===== config.mk =====
export PLATFORM = sky130hd
export DESIGN_NAME = digit_serial_adder
export DESIGN_NICKNAME = d
export VERILOG_FILES = /design/src/rtl/digit_serial_adder.sv
export SDC_FILE = /design/constraint.sdc
export NUM_CORES = 1
export LEC_CHECK = 0
export ABC_AREA = 1
export ABC_CLOCK_PERIOD_IN_PS = 4200
export CAP_MARGIN = 20
export CORE_UTILIZATION = 54
export DETAILED_ROUTE_END_ITERATION = 7
export GPL_TIMING_DRIVEN = 0
export PLACE_DENSITY = 0.94
export SLEW_MARGIN = 15
export SYNTH_ARGS = -nofsm -noshare
export SYNTH_HDL_FRONTEND = slang
export SYNTH_SLANG_ARGS = --single-unit
export TNS_END_PERCENT = 20

===== constraint.sdc =====
create_clock -name clk -period 4.2 [get_ports clk]
set_clock_uncertainty 0.05 [all_clocks]
set_input_delay 1.05 -clock clk [delete_from_list [all_inputs] [get_ports clk]]
set_output_delay 1.05 -clock clk [all_outputs]
set_load 0.05 [all_outputs]

===== src/rtl/digit_serial_adder.sv =====
`default_nettype none
// ============================================================================
// Module      : digit_serial_adder
// Description : Adds two WIDTH-bit operands plus carry-in, DIGIT bits per
//               clock, LSB slice first. Valid/ready handshake on both sides;
//               one operation in flight at a time (IDLE -> RUN -> DONE).
// Revision    : 1.0 - initial release
// ============================================================================
module digit_serial_adder #(
    parameter int WIDTH = 8,
    parameter int DIGIT = 1
) (
    input  logic             clk,
    input  logic             rst_n,
    input  logic             in_valid,
    output logic             in_ready,
    input  logic [WIDTH-1:0] a,
    input  logic [WIDTH-1:0] b,
    input  logic             cin,
    output logic             out_valid,
    input  logic             out_ready,
    output logic [WIDTH-1:0] sum,
    output logic             carry,
    output logic             overflow
);

    // Number of slices per operation and counter sizing (guarded so that a
    // bad parameter set reaches the fatal check instead of dividing by zero).
    localparam int c_rem      = (DIGIT >= 1) ? (WIDTH % DIGIT) : 0;
    localparam int c_n_digits = (DIGIT >= 1) ? (WIDTH / DIGIT) : 1;
    localparam int c_cnt_w    = (c_n_digits > 1) ? $clog2(c_n_digits) : 1;
    localparam logic [c_cnt_w-1:0] c_last = c_cnt_w'(c_n_digits - 1);

    // Reject parameter sets that cannot be split into whole slices.
    generate
        if (WIDTH < 1 || DIGIT < 1 || c_rem != 0) begin : g_bad_params
            $fatal(1, "digit_serial_adder: WIDTH must be >= 1, DIGIT >= 1 and WIDTH a multiple of DIGIT");
        end
    endgenerate

    typedef enum logic [1:0] {
        S_IDLE = 2'd0,
        S_RUN  = 2'd1,
        S_DONE = 2'd2
    } state_t;

    state_t             r_state;
    logic [c_cnt_w-1:0] r_cnt;
    logic [WIDTH-1:0]   r_a;
    logic [WIDTH-1:0]   r_b;
    logic               r_carry;      // running carry between slices
    logic [WIDTH-1:0]   r_acc;        // partial sum being assembled
    logic [WIDTH-1:0]   r_sum;        // published result, stable between completions
    logic               r_carry_out;
    logic               r_ovf;
    logic               r_in_ready;
    logic               r_out_valid;

    logic [DIGIT:0]     w_slice;
    logic [WIDTH-1:0]   w_next_acc;
    logic               w_cin_msb;
    logic               w_ovf;

    // Current slice: low DIGIT bits of each operand shift register plus carry.
    assign w_slice = {1'b0, r_a[DIGIT-1:0]} + {1'b0, r_b[DIGIT-1:0]}
                   + {{DIGIT{1'b0}}, r_carry};

    // Carry into the top bit of the slice, recovered from that bit's sum.
    // On the final slice this is the carry into bit WIDTH-1.
    assign w_cin_msb = w_slice[DIGIT-1] ^ r_a[DIGIT-1] ^ r_b[DIGIT-1];
    assign w_ovf     = w_cin_msb ^ w_slice[DIGIT];

    // New slice enters the accumulator from the MSB end.
    generate
        if (DIGIT == WIDTH) begin : g_acc_single
            assign w_next_acc = w_slice[DIGIT-1:0];
        end else begin : g_acc_shift
            assign w_next_acc = {w_slice[DIGIT-1:0], r_acc[WIDTH-1:DIGIT]};
        end
    endgenerate

    // Control FSM and datapath; handshake outputs registered with the state.
    always_ff @(posedge clk) begin
        if (!rst_n) begin
            r_state     <= S_IDLE;
            r_cnt       <= '0;
            r_a         <= '0;
            r_b         <= '0;
            r_carry     <= 1'b0;
            r_acc       <= '0;
            r_sum       <= '0;
            r_carry_out <= 1'b0;
            r_ovf       <= 1'b0;
            r_in_ready  <= 1'b1;
            r_out_valid <= 1'b0;
        end else begin
            case (r_state)
                S_IDLE: begin
                    if (in_valid) begin
                        r_a        <= a;
                        r_b        <= b;
                        r_carry    <= cin;
                        r_cnt      <= '0;
                        r_in_ready <= 1'b0;
                        r_state    <= S_RUN;
                    end
                end
                S_RUN: begin
                    r_a     <= r_a >> DIGIT;
                    r_b     <= r_b >> DIGIT;
                    r_carry <= w_slice[DIGIT];
                    r_acc   <= w_next_acc;
                    r_cnt   <= r_cnt + c_cnt_w'(1);
                    if (r_cnt == c_last) begin
                        r_sum       <= w_next_acc;
                        r_carry_out <= w_slice[DIGIT];
                        r_ovf       <= w_ovf;
                        r_out_valid <= 1'b1;
                        r_state     <= S_DONE;
                    end
                end
                S_DONE: begin
                    if (out_ready) begin
                        r_out_valid <= 1'b0;
                        r_in_ready  <= 1'b1;
                        r_state     <= S_IDLE;
                    end
                end
                default: begin
                    r_out_valid <= 1'b0;
                    r_in_ready  <= 1'b1;
                    r_state     <= S_IDLE;
                end
            endcase
        end
    end

    assign in_ready  = r_in_ready;
    assign out_valid = r_out_valid;
    assign sum       = r_sum;
    assign carry     = r_carry_out;
    assign overflow  = r_ovf;

endmodule
`default_nettype wire


### Word level (Yosys, flattened, before mapping)

Cells that the tools add are included.

* equal/unequal tests: 6
* add/subtract/negate cells: 3
* reduce and logical (&&, ||, !) cells: 7
* bitwise operators: 5
* multiplexer cells: 18

Operators by type and width (count)
* 8-bit case mux with 2 select lines: 2
* 8-bit 2-to-1 mux: 2
* 3-bit AND reduction: 3
* 2-bit 2-to-1 mux: 3
* 2-bit inequality test, second input constant: 3
* 1-bit case mux with 3 select lines: 2
* 2-bit case mux with 3 select lines: 1
* 3-bit case mux with 2 select lines: 1
* 1-bit 2-to-1 mux: 5
* 2-bit AND reduction: 2
* 3-bit by 1-bit adder with 3-bit output, second input constant: 1
* 3-bit == test, second input constant: 1
* 3-bit 2-to-1 mux: 1
* 1-bit bitwise XOR: 3
* 1-bit by 1-bit adder with 2-bit output: 1
* 2-bit by 1-bit adder with 2-bit output: 1
* 2-bit by 1-bit == test with 1-bit output, second input constant: 1
* 2-bit == test, second input constant: 1
* 2-bit logical NOT: 1
* 1-bit inverter: 2
* 1-bit case mux with 2 select lines: 1
* 2-bit nonzero test: 1

* output and inout bits: 12
* logic and storage cells: 50
* bits in registers: 42
* input bits: 21

### Depth between registers and ports, before layout

Gate-level depths: netlist (run 1).

* depth in word-level cells: 5
* gate-level depth with buffers: 8
* gate-level depth less buffers: 8

### Worst setup path after synthesis (run 1)

OpenSTA, ideal clock, no wires.

* path kind: register -> output
* from: register r_carry_out, in the netlist carry
* to: output port carry
* stages on the path, launching flop included: 1
* buffers on the path: 0
* slack: 2.497 ns
* arrival: 0.603 ns
* data required time: 3.100 ns
* cell sequence: dfxtp_1

RTL lines
* start, declared: line 54 `logic r_carry_out;`
* start signal, assigned: line 116 `r_carry_out <= w_slice[DIGIT];`
* end, declared: line 23 `output logic carry,`

No word-level cell between the ends.

### Final worst setup path (run 1)

* from: register r_carry_out, in the netlist carry
* to: output port carry

No word-level cell between the ends.

==> results_tabular.tex, run 1 <==
\begin{tabular}{lr}
\hline
Metric & Value \\
\hline
\multicolumn{2}{l}{\textbf{Finish}} \\
Number of inserted diodes & 0 \\
Share of post-route cells with drive strength above 1 & 0.0972 \\
Final net count & 270 \\
Post-route insts no fill & 289 \\
Growth of design area from synthesis to finish & 26.7\% \\
Number of filler cells placed in the layout & 215 \\
Sequential Area & 821 um\^{}2 \\
Area used by multi-input combinational logic & 741 um\^{}2 \\
\multicolumn{2}{l}{\textbf{Flow run}} \\
Number of max-cap violations & 0 \\
\multicolumn{2}{l}{\textbf{Pwr}} \\
Total power divided by cell area & 378 mW/mm\^{}2 \\
Maximum ir drop on the vdd rail & 221 uV \\
Cell internal pwr & 0.600 mW \\
Static power due to leakage & 0.850 nW \\
Net switching power figure & 0.214 mW \\
Clock network power share & 0.314 \\
Switching part of the total power & 0.263 \\
Part of the power in combinational logic & 0.157 \\
Part of the power in registers & 0.529 \\
\multicolumn{2}{l}{\textbf{Timing}} \\
Setup-failing EPs final & 0 \\
Share of the cycle needed by the critical path after routing & 0.620 \\
Worst slew slack as a fraction of its limit & 0.667 \\
RSZ-0062 raised after global routing & false \\
Number of hold violations in the final report & 0 \\
Final Max Tran Viols & 0 \\
Final-layout setup total negative slack & 0 ns \\
Actual slew at the worst max-slew pin & 0.498 ns \\
Maximum frequency from static timing analysis & 0.384 GHz \\
Shortest clock period the worst path allows after layout & 2.60 ns \\
\multicolumn{2}{l}{\textbf{Placement}} \\
Port Buffers & 32 \\
DP Cell Count & 281 \\
Routability-driven placement congestion ratio & 0.838 \\
Detail Placement HPWL & 2470 um \\
\multicolumn{2}{l}{\textbf{Status}} \\
Outcome & complete, no violations \\
\multicolumn{2}{l}{\textbf{Synth}} \\
Number of synthesized flops with an enable pin & 0 \\
Number of synthesized register bits & 41 \\
Top post-synthesis cells by area & sky130\_fd\_sc\_hd\_\_dfxtp\_1 48\%, sky130\_fd\_sc\_hd\_\_nand2\_1 9.5\%, sky130\_fd\_sc\_hd\_\_a21oi\_1 9.1\% \\
Post-Syn Nets & 231 \\
Top cell type's share of synthesized area & 0.483 \\
Synth async-reset ratio & 0 \\
Top cells by count, synth & 43 x sky130\_fd\_sc\_hd\_\_nand2\_1, 41 x sky130\_fd\_sc\_hd\_\_dfxtp\_1, 31 x sky130\_fd\_sc\_hd\_\_a21oi\_1 \\
Yosys warns & 0 \\
Mapped Cells & 207 \\
Mean instance size in the synthesized netlist & 8.21 um\^{}2 \\
Post-synth top area cell & sky130\_fd\_sc\_hd\_\_dfxtp\_1 \\
Commonest register cell after synthesis & sky130\_fd\_sc\_hd\_\_dfxtp\_1 \\
Distinct cells, synth & 24 \\
Cell area after technology mapping & 0.00170 mm\^{}2 \\
Most repeated cell in the gate-level netlist after synthesis & sky130\_fd\_sc\_hd\_\_nand2\_1 \\
Share of synthesized area occupied by flip-flops and latches & 0.483 \\
\multicolumn{2}{l}{\textbf{CTS}} \\
H-tree Lvls & 2 \\
Number of gates resized after CTS & 0 \\
Root cell of the clock tree & sky130\_fd\_sc\_hd\_\_clkbuf\_4 \\
Clk Latency, worst-skew pair & 0.35 ns \\
CTS Buffer Depth & 2 \\
TritonCTS buffer count & 5 \\
Hold\_buf cts & 0 \\
Post-CTS setup buffers & 0 \\
Clock sink total & 41 \\
TritonCTS clock tree & built \\
Clock transition at the register clock pins on the worst setup and hold paths after CTS & 0.12 ns \\
\multicolumn{2}{l}{\textbf{Critical path}} \\
Worst Path Class, Setup & reg2out \\
Family with the most delay on the worst path & buffers and inverters \\
Startpoint of the worst register-to-register path & r\_a[0] \\
Last element of the critical path & carry \\
Required time of the worst setup path & 3.10 ns \\
CP Launch Type & register \\
Depth of the critical timing path with buffers and inverters included & 1 \\
Worst-path cell chain & clkdlybuf4s50\_1 \\
Slowest cell delay on critical path & 0.80 ns \\
Endpoint of the worst-slack reg-to-reg timing path & overflow \\
Maximum fanout along the worst path & 2 \\
Number of cells traversed by the worst register-to-register path & 8 \\
Buf+Inv Stages, Crit Path & 1 \\
Worst-case register-to-register setup slack & 2.63 ns \\
Type of element capturing the critical path & output pin \\
Critical Path Start & carry \\
Arrival time of data at the critical path endpoint & 1.50 ns \\
Crit-path slowest cell & sky130\_fd\_sc\_hd\_\_clkdlybuf4s50\_1 \\
\multicolumn{2}{l}{\textbf{Global route}} \\
Antenna violations before repair & 0 \\
First-pass GRT wire length & 5870 um \\
Total overflow reported by the global router & 0 \\
Total routing resource utilization after global routing & 0.228 \\
Maximum number of pins on one net before global-route repair & 14 \\
Number of global-route vias before repair & 1344 \\
\multicolumn{2}{l}{\textbf{Drt}} \\
Starting DRT DRC Count & 68 \\
Remaining antenna violation count after routing & 0 \\
Residual DRC count & 0 \\
Average detailed-routed wire length per instance & 11.8 um \\
Final routed wirelength across all metal layers & 3410 um \\
Total via count after detailed routing & 1504 \\
Pre-antenna DRT Iters & 4 \\
Routed via count divided by cell count & 5.20 \\
\multicolumn{2}{l}{\textbf{Floorplanning}} \\
Die outline area & 0.00338 mm\^{}2 \\
Initial Util & 0.591 \\
Chip Width & 58.1 um \\
Standard cell core area & 0.00288 mm\^{}2 \\
Height of the die & 58.1 um \\
Standard-cell row count & 19 \\
Top Ports & 33 \\
\multicolumn{2}{l}{\textbf{Min path}} \\
HP Class & reg2reg \\
\hline
\end{tabular}
[power by group through the flow]
stage               clock [mW]  sequential [mW]  combinational (mW)
floorplan                    0            0.438              0.0851
CTS                      0.260            0.430               0.127
global placement             0            0.438               0.123
global route             0.280            0.435               0.142
finish                   0.255            0.431               0.128
detailed placement           0            0.439               0.127
[stage by stage]
stage	utilization	hold WS, ns	setup slack (ns)	total power, mW	area [um^2]
final	0.748	0.422	1.60	0.814	2150
after global routing	0.748	0.435	1.54	0.856	2150
after CTS	0.748	0.422	1.59	0.817	2150
after detailed placement	0.720	0.403	1.66	0.566	2070
after global placement	0.720	0.397	1.72	0.560	2070
after floorplan	-	0.379	2.50	0.523	1700
[worst min path at each step]
| stage | start | endpoint | slack [ns] | cells past startpoint |
|---|---|---|---|---|
| floorplan | r_cnt[0] | r_cnt[0] | 0.38 | 1 |
| global placement | r_cnt[0] | r_cnt[0] | 0.40 | 1 |
| detailed placement | sum[1] | sum[1] | 0.40 | 2 |
| CTS | sum[1] | sum[1] | 0.42 | 2 |
| global route | sum[1] | sum[1] | 0.43 | 2 |
| finish | sum[1] | sum[1] | 0.42 | 2 |
[worst register-to-register path, stage by stage (launching register included)]
cell                      delay, ns
sky130_fd_sc_hd__dfxtp_1       0.39
sky130_fd_sc_hd__fa_1          0.65
sky130_fd_sc_hd__nand2_1       0.09
sky130_fd_sc_hd__inv_1         0.07
sky130_fd_sc_hd__nor2_1        0.04
sky130_fd_sc_hd__nand2_1       0.05
sky130_fd_sc_hd__nand3_1       0.06
sky130_fd_sc_hd__nand2_1       0.06
sky130_fd_sc_hd__inv_1         0.03
[routing by layer]
| layer | GRT usage | vias up | wire length (um) |
|---|---|---|---|
| li1 | - | 776 | - |
| met1 | 0.291 | 694 | 1670 |
| met2 | 0.366 | 26 | 1580 |
| met3 | 0.0469 | 8 | 101 |
| met4 | 0.116 | 0 | 61 |
| met5 | 0 | - | 0 |
[cell type report]
| cell class | instances | share of cell area |
|---|---|---|
| Timing Repair Buffer | 32 | 0.149 |
| Tap cell | 42 | 0.0244 |
| Clock inverter | 2 | 0.0180 |
| Inverter | 13 | 0.0250 |
| Buffer | 10 | 0.0390 |
| Multi-Input combinational cell | 143 | 0.344 |
| Clock buffer | 6 | 0.0192 |
| Sequential cell | 41 | 0.381 |
[placed cells by master (no fill, tap or decap)]
| cell | n |
|---|---|
| sky130_fd_sc_hd__nand2_1 | 43 |
| sky130_fd_sc_hd__dfxtp_1 | 41 |
| sky130_fd_sc_hd__clkdlybuf4s50_1 | 32 |
| sky130_fd_sc_hd__a21oi_1 | 31 |
| sky130_fd_sc_hd__nor2_1 | 16 |
| sky130_fd_sc_hd__o22ai_1 | 15 |
| sky130_fd_sc_hd__o21ai_1 | 14 |
| sky130_fd_sc_hd__inv_1 | 9 |
| sky130_fd_sc_hd__o21ai_0 | 8 |
| sky130_fd_sc_hd__buf_6 | 6 |
| sky130_fd_sc_hd__clkbuf_4 | 5 |
| sky130_fd_sc_hd__clkbuf_1 | 4 |
| sky130_fd_sc_hd__nand2_4 | 3 |
| sky130_fd_sc_hd__nand3_1 | 3 |
| sky130_fd_sc_hd__inv_2 | 2 |
| sky130_fd_sc_hd__clkinv_4 | 2 |
| sky130_fd_sc_hd__a21oi_2 | 2 |
| sky130_fd_sc_hd__ha_1 | 2 |
| sky130_fd_sc_hd__buf_2 | 1 |
| sky130_fd_sc_hd__nor2_8 | 1 |
| sky130_fd_sc_hd__nand2_2 | 1 |
| sky130_fd_sc_hd__clkinv_1 | 1 |
| sky130_fd_sc_hd__a21o_1 | 1 |
| sky130_fd_sc_hd__a211oi_1 | 1 |
| sky130_fd_sc_hd__o21a_1 | 1 |
| sky130_fd_sc_hd__fa_1 | 1 |
| sky130_fd_sc_hd__bufinv_16 | 1 |
[registers in the layout (all words and copies together), names as in the netlist]
register and cells:
carry 1, overflow 1, sum 8, r_a 8, r_carry 1, in_ready 1, r_state 2, r_b 8
r_acc 7, out_valid 1, r_cnt 3
[cell families after synthesis]
kind of cell,after synthesis,synth area share
AND/OR/NAND/NOR,67,0.175
buffers and inverters,23,0.0810
AO/OA/AOI/OAI,73,0.235
adder cells (fa/ha/maj),3,0.0265
flip-flops,41,0.483
(Power assumes the default switching activity.)
==> run 2, diff against run 1 <==
Settings changed: ABC_CLOCK_PERIOD_IN_PS 4200 to 2600, CORE_UTILIZATION 54 to 50, PLACE_DENSITY 0.94 to 0.88.
Clock period 4.2 ns to 2.6 ns, I/O delays scaled along.
==> results_tabular.tex, run 2 (synthesized netlist as in run 1, its figures left out) <==
\begin{tabular}{lr}
\hline
Metric & Value \\
\hline
\multicolumn{2}{l}{\textbf{Critical path}} \\
Crit-path slowest cell & sky130\_fd\_sc\_hd\_\_clkdlybuf4s50\_1 \\
Worst-path cell chain & clkdlybuf4s50\_1 \\
Endpoint of the worst-slack reg-to-reg timing path & overflow \\
Arrival time of data at the critical path endpoint & 1.53 ns \\
Required time of the worst setup path & 1.90 ns \\
CP Launch Type & register \\
Family with the most delay on the worst path & buffers and inverters \\
Worst Path Class, Setup & reg2out \\
Startpoint of the worst register-to-register path & r\_a[0] \\
Depth of the critical timing path with buffers and inverters included & 1 \\
Slowest cell delay on critical path & 0.81 ns \\
Number of cells traversed by the worst register-to-register path & 8 \\
Buf+Inv Stages, Crit Path & 1 \\
Maximum fanout along the worst path & 2 \\
Type of element capturing the critical path & output pin \\
Worst-case register-to-register setup slack & 1.02 ns \\
\multicolumn{2}{l}{\textbf{Timing}} \\
Shortest clock period the worst path allows after layout & 2.23 ns \\
Final-layout setup total negative slack & 0 ns \\
Maximum frequency from static timing analysis & 0.449 GHz \\
Number of hold violations in the final report & 0 \\
RSZ-0062 raised after global routing & false \\
Hold slack final & 0.420 ns \\
Final Max Tran Viols & 0 \\
Setup-failing EPs final & 0 \\
Actual slew at the worst max-slew pin & 0.498 ns \\
Worst slew slack as a fraction of its limit & 0.667 \\
Share of the cycle needed by the critical path after routing & 0.857 \\
\multicolumn{2}{l}{\textbf{Finish}} \\
Number of inserted diodes & 0 \\
Commonest non-fill, non-tap cell in the layout & sky130\_fd\_sc\_hd\_\_nand2\_1 \\
Final non-filler cell area & 0.00213 mm\^{}2 \\
Share of the core filled with cells & 0.681 \\
Growth of design area from synthesis to finish & 25.3\% \\
Commonest non-fill, non-tap cells in the layout & 43 x sky130\_fd\_sc\_hd\_\_nand2\_1, 41 x sky130\_fd\_sc\_hd\_\_dfxtp\_1, 32 x sky130\_fd\_sc\_hd\_\_clkdlybuf4s50\_1 \\
Share of post-route cells with drive strength above 1 & 0.101 \\
Final net count & 270 \\
\multicolumn{2}{l}{\textbf{Drt}} \\
Final routed wirelength across all metal layers & 3520 um \\
Routed via count divided by cell count & 5.27 \\
Total via count after detailed routing & 1533 \\
Average detailed-routed wire length per instance & 12.1 um \\
Pre-antenna DRT Iters & 4 \\
Starting DRT DRC Count & 82 \\
Residual DRC count & 0 \\
Remaining antenna violation count after routing & 0 \\
\multicolumn{2}{l}{\textbf{Floorplanning}} \\
Standard cell core area & 0.00313 mm\^{}2 \\
Chip Width & 60.3 um \\
Standard-cell row count & 20 \\
Initial Util & 0.543 \\
Top Ports & 33 \\
Height of the die & 60.3 um \\
Die outline area & 0.00364 mm\^{}2 \\
\multicolumn{2}{l}{\textbf{Pwr}} \\
Static power due to leakage & 0.838 nW \\
Net switching power figure & 0.351 mW \\
Maximum ir drop on the vdd rail & 345 uV \\
Part of the power in registers & 0.571 \\
Clock network power share & 0.258 \\
Part of the power in combinational logic & 0.170 \\
Switching part of the total power & 0.288 \\
Total power divided by cell area & 571 mW/mm\^{}2 \\
Cell internal pwr & 0.866 mW \\
\multicolumn{2}{l}{\textbf{CTS}} \\
Clock transition at the register clock pins on the worst setup and hold paths after CTS & 0.12 ns \\
Clk Latency, worst-skew pair & 0.36 ns \\
TritonCTS clock tree & built \\
TritonCTS buffer count & 5 \\
Hold\_buf cts & 0 \\
Post-CTS setup buffers & 0 \\
CTS Buffer Depth & 2 \\
Clock sink total & 41 \\
H-tree Lvls & 2 \\
Root cell of the clock tree & sky130\_fd\_sc\_hd\_\_clkbuf\_4 \\
Number of gates resized after CTS & 0 \\
\multicolumn{2}{l}{\textbf{Placement}} \\
Detail Placement HPWL & 2590 um \\
Routability-driven placement congestion ratio & 0.845 \\
Placed cell areas & 0.00207 mm\^{}2 \\
Port Buffers & 32 \\
\multicolumn{2}{l}{\textbf{Min path}} \\
End of the worst hold path & r\_b[7] \\
Cell count of the worst hold path & 2 \\
HP Class & reg2reg \\
Worst hold path startpoint & r\_b[7] \\
\multicolumn{2}{l}{\textbf{Flow run}} \\
Number of max-cap violations & 0 \\
\multicolumn{2}{l}{\textbf{Global route}} \\
Total routing resource utilization after global routing & 0.221 \\
Antenna violations before repair & 0 \\
Number of global-route vias before repair & 1387 \\
First-pass GRT wire length & 5780 um \\
Total overflow reported by the global router & 0 \\
Maximum number of pins on one net before global-route repair & 14 \\
\multicolumn{2}{l}{\textbf{Status}} \\
Outcome & complete, no violations \\
\hline
\end{tabular}
-- run 2: cell types whose count changed in the layout (fill, tap and decap cells not counted) --
cell	before	now
sky130_fd_sc_hd__clkinv_4	2	1
sky130_fd_sc_hd__clkinv_2	0	2
sky130_fd_sc_hd__clkinvlp_4	0	1
sky130_fd_sc_hd__clkbuf_1	4	3
sky130_fd_sc_hd__bufinv_16	1	0
-- run 2: stage by stage --
stage / total power [mW] / cells / setup WS [ns]
detailed placement: 0.914 / 283 / 0.488
global placement: 0.907 / 283 / 0.518
finish: 1.22 / 291 / 0.371
floorplan: 0.844 / 207 / 1.18
global route: 1.27 / 291 / 0.315
CTS: 1.22 / 291 / 0.345
-- run 2: routing by layer --
metal  share of wire  GRT usage  vias to the layer above
li1                -          -                      781
met1            0.46      0.266                      713
met2            0.48      0.355                       34
met3           0.043     0.0476                        5
met4           0.013      0.143                        0
met5               0          0                        -
-- run 2: power by group through the flow --
stage | combinational, mW | clock, mW | sequential (mW)
floorplan | 0.137 | 0 | 0.707
global placement | 0.200 | 0 | 0.707
detailed placement | 0.206 | 0 | 0.708
CTS | 0.207 | 0.321 | 0.694
global route | 0.231 | 0.343 | 0.700
finish | 0.207 | 0.314 | 0.695
-- run 2: layout make-up --
cell class / count / area [um^2]
buffer: 10 / 83.8
clock buffer: 5 / 37.5
clock inverter: 3 / 17.5
fill: 266 / 998
inverter: 13 / 53.8
multi-input combinational: 143 / 741
sequential: 41 / 821
tap: 44 / 55.1
timing repair buffer: 32 / 320
-- run 2: worst max-delay path by stage --
stage                          end  startpoint
after floorplan           overflow      r_a[0]
after global placement      sum[2]       rst_n
after detailed placement    sum[3]       rst_n
after CTS                   sum[6]      sum[6]
after global routing        sum[6]      sum[6]
final                       sum[6]      sum[6]
==> run 3, diff against run 2 <==
Settings changed: SKIP_LAST_GASP set to 1.
==> results of run 3 <==
Same layout as run 2: the final DEF is identical, and so are final timing and power.
==> edit 1: new RTL, flow settings as in run 1 <==
Encoding of `state_t`: now one-hot (3 bits for 3 states).
--- a/src/rtl/digit_serial_adder.sv
+++ b/src/rtl/digit_serial_adder.sv
@@ -38,10 +38,10 @@
         end
     endgenerate
 
-    typedef enum logic [1:0] {
-        S_IDLE = 2'd0,
-        S_RUN  = 2'd1,
-        S_DONE = 2'd2
+    typedef enum logic [2:0] {
+        S_IDLE = 3'b001,
+        S_RUN  = 3'b010,
+        S_DONE = 3'b100
     } state_t;
 
     state_t             r_state;
Formal check against the unedited RTL: same outputs for any inputs over 10 cycles, from zero or initial values and one cycle with rst_n low; not proved beyond that.
==> edit 1 against run 1 <==
  * Routed wire length up 19%
  * Core utilization down 2.8 points
  * Cell area up 15%
  * Worst setup slack better by 0.023 ns
  * Power up 14%
  * Global-route usage up 0.55 points
  * Worst hold slack worse by 0.011 ns
  * Sequential cell count up 1
  * Synthesized area up 17%
  * Critical path type unchanged
==> edit 1: results (changes against run 1) <==
Nets - 343 (+27%)
Bufs w/o clock - 44 (+4.8%)
Crit path arrival time - 1.48 ns (-0.02 ns)
First-pass GRT wire length - 7290 um (+24%)
Clock Sinks - 42 (+2.4%)
Clock network area share - 4.39% (+0.67 points)
PwrDens - 373 nW/um^2 (-1.3%)
Dpl ws - 1.80 ns (+0.137 ns)
Tapcells - 46 (+9.5%)
Slew headroom - 64.3% (-2.4 points)
Seq/Total Area, Yosys - 42.2% (-6.1 points)
Buffering overhead - 16.6% (-2.2 points)
DR vias - 1818 (+21%)
Metal-1 WL - 1830 um (+9.5%)
Fillers - 281 (+31%)
WL met2 - 1920 um (+21%)
Pleak - 1.13 nW (+33%)
Hold wc startpoint - in_ready
Synth top area cells - dfxtp_1, nand2_1, nor2_1, nand3_1, a21oi_1
Non-filler cells, final - 366 (+27%)
Detail Placement HPWL - 2950 um (+20%)
DR iter-0 viols - 150 (+120%)
Sequential standard cell area - 841 um^2 (+2.4%)
Max incr delay on CP - 0.84 ns (+0.04 ns)
Met2 usage - 39.4% (+2.8 points)
Met1 global-route usage - 28.6% (-0.47 points)
Worst setup endpoint - sum[3]
Fin crit period - 2.58 ns (-0.0234 ns)
Comb_multi_in - 200 (+40%)
Syn Nets - 304 (+32%)
CP Launch Point - sum[3]
Status - finished, final reports clean
Ratio of cells with drive above 1 in the final layout - 11.9% (+2.2 points)
Placer Congestion - 0.813 (-2.9%)
Root Buffer - clkbuf_8
Placed Cells incl. Taps - 358 (+27%)
GR Util All Layers - 23.4% (+0.55 points)
GR Util met3 - 5.66% (+0.97 points)
Vias in the first global route - 1689 (+26%)
DR WL/cell - 11.1 um (-6.1%)
Register-to-Register Path Depth - 7 (-1)
Post-Syn Instances - 280 (+35%)
Clk Latency, worst-skew pair - 0.30 ns (-0.05 ns)
Inverters - 26 (+13)
Hold_ws - 0.410 ns (-0.0114 ns)
Commonest cells post-synth - nand2_1, nor2_1, dfxtp_1
Met3 WL - 235 um (+130%)
Dpl cell area - 2370 um^2 (+14%)
[edit 1: cell count changes after synthesis, moves of 3 or more]
cell	before	now
o21ai_0	8	1
nand2_4	3	0
buf_4	0	3
o21ai_2	0	8
o22ai_1	15	0
nor2_1	16	64
nand2_1	43	76
a21oi_1	31	16
nand3_4	0	3
nand3b_1	0	6
o21ai_1	14	0
nand3_1	3	18
inv_1	9	20
[edit 1: tightest hold or removal path: stages, from the launching register on]
cell	delay, ns
dfxtp_1	0.32
nand2_1	0.06
nand2_1	0.04
[edit 1: cells by family (layout without fill, tap and decap cells)]
family	after synthesis	count (layout)	share of synthesized area (%)
adder cells (fa/ha/maj)	3	3	2.26
AND/OR/NAND/NOR	171	171	37.8
flip-flops	42	42	42.2
buffers and inverters	38	78	9.49
AO/OA/AOI/OAI	26	26	8.23
[edit 1: power by group]
group	leakage, nW	switching (mW)	internal, mW
registers	0.343	0.0155	0.423
logic	0.732	0.101	0.0723
clock network	0.0579	0.138	0.175
total	1.13	0.254	0.670
==> edit 2: new RTL, flow settings as in run 1 <==
Without the edit above. `WIDTH`: 8 -> 16.
--- a/src/rtl/digit_serial_adder.sv
+++ b/src/rtl/digit_serial_adder.sv
@@ -7,7 +7,7 @@
 // Revision    : 1.0 - initial release
 // ============================================================================
 module digit_serial_adder #(
-    parameter int WIDTH = 8,
+    parameter int WIDTH = 16,
     parameter int DIGIT = 1
 ) (
     input  logic             clk,
Interface: changed (resized a, b and sum); port bits go from 33 to 57. The function was not compared with the original's and may differ.
==> edit 2 against run 1 <==
  * Sequential power up 77%
  * Worst setup slack better by 0.0033 ns
  * Critical path depth unchanged
  * Cell area up 81%
  * Combinational power up 46%
  * Clock power up 120%
  * Synthesized area up 81%
  * Count of clock-buffer cells in the layout up 8
  * Via count up 110%
  * Power up 85%
  * Sequential cell count up 33
  * Routed wire length up 120%
  * Non-clock buffer count up 42
==> edit 2: results (changes against run 1) <==
CP Launch Point - sum[15]
Max Clk Rate - 0.385 GHz (+0.13%)
Post-Synthesis Mean Instance Area - 7.28 um^2 (-11%)
Multi-input logic area - 1340 um^2 (+81%)
Fillers - 438 (+100%)
Buffering overhead - 17.6% (-1.2 points)
Switch share - 25.4% (-0.92 points)
GR Util met3 - 5.65% (+0.96 points)
Reg2Reg Setup Slack - 2.59 ns (-0.04 ns)
Design Area, Final - 3900 um^2 (+81%)
Post-synth cell types - 20 (-17%)
Comb_multi_in - 291 (+100%)
Placer Congestion - 0.909 (+8.6%)
Met3 WL - 498 um (+390%)
DR iter-0 viols - 178 (+160%)
Pleak - 1.59 nW (+87%)
WL met2 - 3570 um (+130%)
Synth top area cells - dfxtp_1, nand3_1, nand2_1, nor2_1, a21oi_1
Met1 global-route usage - 32.5% (+3.4 points)
Worst setup endpoint - sum[15]
Slew of the pin with the lowest slew margin - 0.497 ns (-0.00151 ns)
Status - finished, final reports clean
Ratio of cells with drive above 1 in the final layout - 8.33% (-1.4 points)
Clk_buf instances - 14 (+8)
Detail Placement HPWL - 5370 um (+120%)
Clock network area share - 5.07% (+1.3 points)
VDD IR max - 0.197 mV (-11%)
Root Buffer - clkbuf_8
Metal-1 WL - 3190 um (+92%)
[edit 2: changes by cell type in the layout (fill, tap and decap cells not counted), sizes merged, moves of 8 or more]
cell,delta
nand3,+81
buf,+20
inv,+16
a21oi,-9
nand2,+54
clkdlybuf4s50,+22
clkbuf,+8
o22ai,-15
dfxtp,+33
a31oi,+15
nor2,+26
[edit 2: cells by family (layout without fill, tap and decap cells)]
family	after synthesis	count (layout)	synth area share [%]
simple gates	229	229	32.1
fa+ha+maj	2	2	1.06
flops	74	74	48.2
compound gates	60	60	10.5
buf+inv	57	127	8.15
[edit 2: worst min path at each step]
stage                    end      from  slack [ns]  depth (start not counted)
floorplan           r_cnt[3]  r_cnt[3]        0.40                          2
global placement      sum[8]    sum[8]        0.40                          2
detailed placement    sum[7]    sum[7]        0.40                          2
CTS                   sum[7]    sum[7]        0.41                          2
global route         sum[12]   sum[12]        0.44                          2
finish                sum[1]    sum[1]        0.41                          2
